File: src/rtl/forth_boot_ctrl.sv
// Boot/reload sequencer for the forth core: receives a framed byte image
// (A5, len16, data words lo/hi, xor checksum), writes it to imem, then releases the core.
module forth_boot_ctrl #(
  parameter int iaddr_width = 10,
  parameter int instr_width = 16
) (
  input  logic                   clk,
  input  logic                   reset,
  input  logic [7:0]             rx_data,
  input  logic                   rx_valid,
  output logic                   rx_ready,
  input  logic                   start,
  output logic [iaddr_width-1:0] imem_addr,
  output logic [instr_width-1:0] imem_wdata,
  output logic                   imem_we,
  output logic                   core_reset,
  output logic                   done,
  output logic                   err
);

  // state  | meaning
  // SYNC   | hunting for the 0xA5 sync byte
  // LEN_LO | expecting low length byte
  // LEN_HI | expecting high length byte, length validated here
  // DAT_LO | expecting low byte of the next word
  // DAT_HI | expecting high byte; word written on the following cycle
  // CSUM   | expecting the xor checksum byte
  // RUN    | image good, core released
  // ERR    | bad length or checksum, core held in reset
  typedef enum logic [2:0] {
    SYNC, LEN_LO, LEN_HI, DAT_LO, DAT_HI, CSUM, RUN, ERR
  } state_t;

  localparam int cnt_w = iaddr_width + 1;
  localparam logic [16:0] max_len = 17'(1 << iaddr_width);

  state_t                 state_q, state_d;
  logic [15:0]            len_q, len_d;
  logic [7:0]             lo_q, lo_d;
  logic [7:0]             csum_q, csum_d;
  logic [cnt_w-1:0]       cnt_q, cnt_d;
  logic [iaddr_width-1:0] addr_q, addr_d;
  logic [instr_width-1:0] wdata_q, wdata_d;
  logic                   we_q, we_d;
  logic                   core_reset_q, core_reset_d;
  logic                   done_q, done_d;
  logic                   err_q, err_d;

  logic        accept;
  logic [15:0] len_full;
  logic [16:0] cnt_next_ext;

  assign rx_ready     = (state_q != RUN) && (state_q != ERR);
  assign accept       = rx_valid && rx_ready;
  assign len_full     = {rx_data, len_q[7:0]};
  assign cnt_next_ext = 17'(cnt_q) + 17'd1;

  assign imem_addr  = addr_q;
  assign imem_wdata = wdata_q;
  assign imem_we    = we_q;
  assign core_reset = core_reset_q;
  assign done       = done_q;
  assign err        = err_q;

  always_ff @(posedge clk or posedge reset) begin
    if (reset) begin
      state_q      <= SYNC;
      len_q        <= '0;
      lo_q         <= '0;
      csum_q       <= '0;
      cnt_q        <= '0;
      addr_q       <= '0;
      wdata_q      <= '0;
      we_q         <= 1'b0;
      core_reset_q <= 1'b1;
      done_q       <= 1'b0;
      err_q        <= 1'b0;
    end else begin
      state_q      <= state_d;
      len_q        <= len_d;
      lo_q         <= lo_d;
      csum_q       <= csum_d;
      cnt_q        <= cnt_d;
      addr_q       <= addr_d;
      wdata_q      <= wdata_d;
      we_q         <= we_d;
      core_reset_q <= core_reset_d;
      done_q       <= done_d;
      err_q        <= err_d;
    end
  end

  always_comb begin
    state_d = state_q;
    len_d   = len_q;
    lo_d    = lo_q;
    csum_d  = csum_q;
    cnt_d   = cnt_q;
    addr_d  = addr_q;
    wdata_d = wdata_q;
    we_d    = 1'b0;

    case (state_q)
      SYNC: begin
        if (accept && rx_data == 8'hA5) begin
          state_d = LEN_LO;
          csum_d  = '0;
          cnt_d   = '0;
        end
      end
      LEN_LO: begin
        if (accept) begin
          len_d[7:0] = rx_data;
          state_d    = LEN_HI;
        end
      end
      LEN_HI: begin
        if (accept) begin
          len_d = len_full;
          if (len_full == 16'd0 || {1'b0, len_full} > max_len) begin
            state_d = ERR;
          end else begin
            state_d = DAT_LO;
          end
        end
      end
      DAT_LO: begin
        if (accept) begin
          lo_d    = rx_data;
          csum_d  = csum_q ^ rx_data;
          state_d = DAT_HI;
        end
      end
      DAT_HI: begin
        if (accept) begin
          csum_d  = csum_q ^ rx_data;
          we_d    = 1'b1;
          addr_d  = cnt_q[iaddr_width-1:0];
          wdata_d = instr_width'({rx_data, lo_q});
          cnt_d   = cnt_q + cnt_w'(1);
          // counter is one bit wider than the address so len = 2**iaddr_width terminates cleanly
          if (cnt_next_ext == {1'b0, len_q}) begin
            state_d = CSUM;
          end else begin
            state_d = DAT_LO;
          end
        end
      end
      CSUM: begin
        if (accept) begin
          state_d = (rx_data == csum_q) ? RUN : ERR;
        end
      end
      RUN: begin
        if (start) state_d = SYNC;
      end
      ERR: begin
        if (start) state_d = SYNC;
      end
      default: state_d = SYNC;
    endcase

    core_reset_d = (state_d != RUN);
    done_d       = (state_d == RUN);
    err_d        = (state_d == ERR);
  end

endmodule

File: config.mk
export PLATFORM = sky130hd
export DESIGN_NAME = forth_boot_ctrl
export DESIGN_NICKNAME = d
export VERILOG_FILES = /design/src/rtl/forth_boot_ctrl.sv
export SDC_FILE = /design/constraint.sdc
export NUM_CORES = 1
export LEC_CHECK = 0
export CAP_MARGIN = 10
export CORE_MARGIN = 4
export CORE_UTILIZATION = 50
export CTS_CLUSTER_SIZE = 20
export DETAILED_ROUTE_END_ITERATION = 8
export PLACE_DENSITY = 0.75
export SLEW_MARGIN = 5
export SYNTH_ARGS = -nofsm -noshare
export SYNTH_HDL_FRONTEND = slang
export SYNTH_SLANG_ARGS = --single-unit
File: constraint.sdc
create_clock -name clk -period 2.35 [get_ports clk]
set_input_delay 0.3525 -clock clk [delete_from_list [all_inputs] [get_ports clk]]
set_output_delay 0.3525 -clock clk [all_outputs]
set_load 0.01 [all_outputs]
==> summary.txt <==
Outcome
  – Outcome: complete, no violations

Finish
  – # diodes: 0
  – Fillers: roughly 560
  – Finished Cell Area: 4570 µm²
  – Layout cell share with drive strength beyond 1: about 18%
  – Nets: 450
  – Layout area overhead: 24.4%

Setup path
  – Worst setup path start: len_q[15]$_DFFE_PP0P_
  – CP Buf/Inv Count: 0
  – Worst Path Arrival: ~2500 ps
  – Setup crit end: state_q[1]$_DFF_PP0_
  – Setup CP Type: reg -> reg
  – Worst path slowest cell: or4_4
  – End of the worst register-to-register path: state_q[1]$_DFF_PP0_
  – Startpoint types: register
  – R2R cell count: 6
  – Data required, critical path: between 2000 and 3000 ps
  – Largest stage delay on the critical path: between 500 and 600 ps
  – Crit path max-delay family: simple AND/OR/NAND/NOR gates
  – Levels on crit path: 6
  – Worst R2R Start: len_q[15]$_DFFE_PP0P_
  – FF-to-FF setup slack: roughly 99 ps
  – Crit path cell chain: or4_4 -> nor4_4 -> o211ai_1 -> nor4_2 -> or4b_4 -> a21bo_1
  – CP Capture Type: register
  – CP max FO: 2

Global route
  – Total GRT Usage: between 15 and 20%
  – Largest net degree at the start of global routing: 77
  – Vias in the first global route: ~2.9k
  – First-pass GRT wire length: about 14 mm
  – Grt ovf: 0
  – Initial antenna violation count: 0

Worst hold path
  – Hold/Removal Path Class: in -> async

Timing
  – Layout Skew: 5.42 ps
  – Worst slew pin tran: approximately 420 ps
  – Final Hold Viols: 0
  – Maximum clock rate: roughly 0.44 GHz
  – Period utilisation layout: 95.8%
  – Slew Viols, Final: 0
  – Setup tns final: 0 ps
  – Min Hold Slack: 408 ps
  – Setup WS post-layout: 99.1 ps
  – Normalized max-slew margin: 71.7%
  – Crit path time final: between 2000 and 2500 ps
  – Final setup violation count: 0

Synth
  – Post-Synthesis Net Count: between 300 and 400
  – Synth warn: 0
  – Yosys top cell area share: slightly above 50%
  – Number of synthesized register bits: 76
  – Ranking of synthesized cells by area: dfrtp_1, nand2_1, mux2_2
  – Syn Inst Count: ~380
  – Register area share after synthesis: 51.8%
  – Avg Cell Area, Syn: 9.62 µm²
  – Synth unique cells: 47
  – Number of flops mapped to enable cells by yosys: 0
  – Primary FF master, synth: dfrtp_1
  – Synth area leader: dfrtp_1
  – Asr flop ratio synth: 100%
  – Cell Area, Synth: 3670 µm²

Power
  – Peak supply drop: ~0.68 mV
  – Cell Pwr Density: approximately 1100 nW/µm²
  – Leak: approximately 0.0021 µW

Floorplan
  – Core area: 6980 µm²
  – Starting density of the core: 52.6%
  – Die width: between 90 and 100 µm
  – Row count: 30
  – Number of I/O pins: 43
  – Die area: roughly 8800 µm²
  – Die Y: between 90 and 100 µm

Clock network
  – Root buf cell: clkbuf_8
  – CTS tree: yes
  – Hold_buf cts: 0
  – Max clock buf depth: 2
  – Num CTS Buffers: 9
  – H-tree levels: 3
  – Cts repair resizes: 0
  – Clock sinks: between 70 and 80
  – Worst-path clk slew: approximately 80 ps
  – Post-CTS setup buffers: 0
  – Clk Latency, worst-skew pair: approximately 350 ps

Routing
  – Routed WL: 8.13 mm
  – Drt first pass iters: 4
  – Routed Antenna Nets: 0
  – Initial DRC count: approximately 230
  – DRC: 0
  – Vias per cell: roughly 5.3
  – Via count: ~2.9k
  – Average wire per standard cell: 15.1 µm

Placement
  – Port bufs: 42
  – Dpl hpwl: between 5 and 6 mm
  – Routability Congestion: about 0.89
  – Place WS: -75.8 ps
  – Placement Cell Area: ~4300 µm²

Run
  – Max-cap violations: 0
synthesized netlist by cell type, types with 2 or more instances:
cell	n
a21oi_1	7
a22o_1	2
a31oi_1	5
and2_1	4
and3_1	3
buf_1	2
buf_2	4
clkbuf_1	16
dfrtp_1	75
inv_1	5
mux2_2	25
nand2_1	97
nand2b_1	7
nand3_1	8
nand4_1	3
nor2_1	21
nor2b_1	4
nor3_1	6
nor4_1	3
nor4_2	2
o211ai_1	2
o21ai_0	33
o21bai_1	2
o31ai_1	3
o41ai_1	2
xnor2_1	7
xor2_1	14
tightest hold or removal path: cells and delay by family:
| family | cells | cell delay [ps] |
|---|---|---|
| buffers and inverters | 3 | 810 |
layout by cell type (no fill, tap or decap), types with 5 or more instances in the layout:
| master | netlist | routed |
|---|---|---|
| buf_4 | 0 | 24 |
| o21ai_0 | 33 | 33 |
| mux2_2 | 25 | 25 |
| nand2b_1 | 7 | 7 |
| nor2_1 | 21 | 21 |
| xnor2_1 | 7 | 7 |
| xor2_1 | 14 | 14 |
| dfrtp_1 | 75 | 75 |
| nand3_1 | 8 | 8 |
| a31oi_1 | 5 | 5 |
| nand2_1 | 97 | 97 |
| clkdlybuf4s50_1 | 0 | 42 |
| a21oi_1 | 7 | 7 |
| nor3_1 | 6 | 6 |
| clkbuf_8 | 0 | 11 |
cells by family (layout without fill, tap and decap cells):
| kind of cell | count (synthesis) | after routing | synth area share (%) |
|---|---|---|---|
| buffers and inverters | 28 | 88 | 3.03 |
| AOI/OAI and AO/OA | 62 | 62 | 10.1 |
| xor gates and xnor gates | 21 | 21 | 5.01 |
| and+or+nand+nor | 168 | 168 | 21.8 |
| muxes | 26 | 26 | 7.93 |
| DFF | 76 | 76 | 51.8 |
| adders and majority gates | 1 | 1 | 0.340 |
cell type report:
cell class                 instances  area (µm²)  share of cell area (%)
timing repair buffer              67         621                    13.6
multi-input combinational        278        1670                    36.6
clock inverter                     5        83.8                    1.83
clock buffer                      11         151                    3.31
inverter                           5        18.8                   0.411
sequential                        76        1900                    41.6
tap                               96         120                    2.63
stage by stage:
stage / instances / total power, µW / util (%)
2_1_floorplan: 382 / 3310 / -
3_3_place_gp: 522 / 3960 / 61.9
3_5_place_dp: 522 / 4040 / 61.9
4_1_cts: 538 / 5190 / 65.3
5_1_grt: 538 / 5540 / 65.5
6_report: 538 / 5190 / 65.5
power by group:
| part | internal, µW | leakage [µW] | switching [µW] |
|---|---|---|---|
| sequential | 1800 | 0.000983 | 366 |
| clock | 657 | 0.000112 | 492 |
| combinational | 974 | 0.000984 | 900 |
| total | 3430 | 0.00208 | 1760 |
registers in the layout, summed over array words and instances, names as in the netlist:
name,flops
imem_we,1
done,1
core_reset,1
imem_wdata,16
err,1
csum_q,8
imem_addr,10
len_q,16
lo_q,8
cnt_q,11
state_q,3
worst min-delay path by stage:
stage | to
final | imem_wdata[2]$_DFFE_PP0P_
after global routing | imem_we$_DFF_PP0_
after CTS | imem_wdata[2]$_DFFE_PP0P_
after detailed placement | imem_wdata[1]$_DFFE_PP0P_
after global placement | imem_wdata[0]$_DFFE_PP0P_
after floorplan | imem_wdata[0]$_DFFE_PP0P_
layer usage:
metal  global-route usage, %  wire (µm)
met1                    27.3       3600
met2                    31.9       3980
met3                    3.61        471
met4                    7.46         82
met5                       0          0
Power figures use the tool's default switching activity.
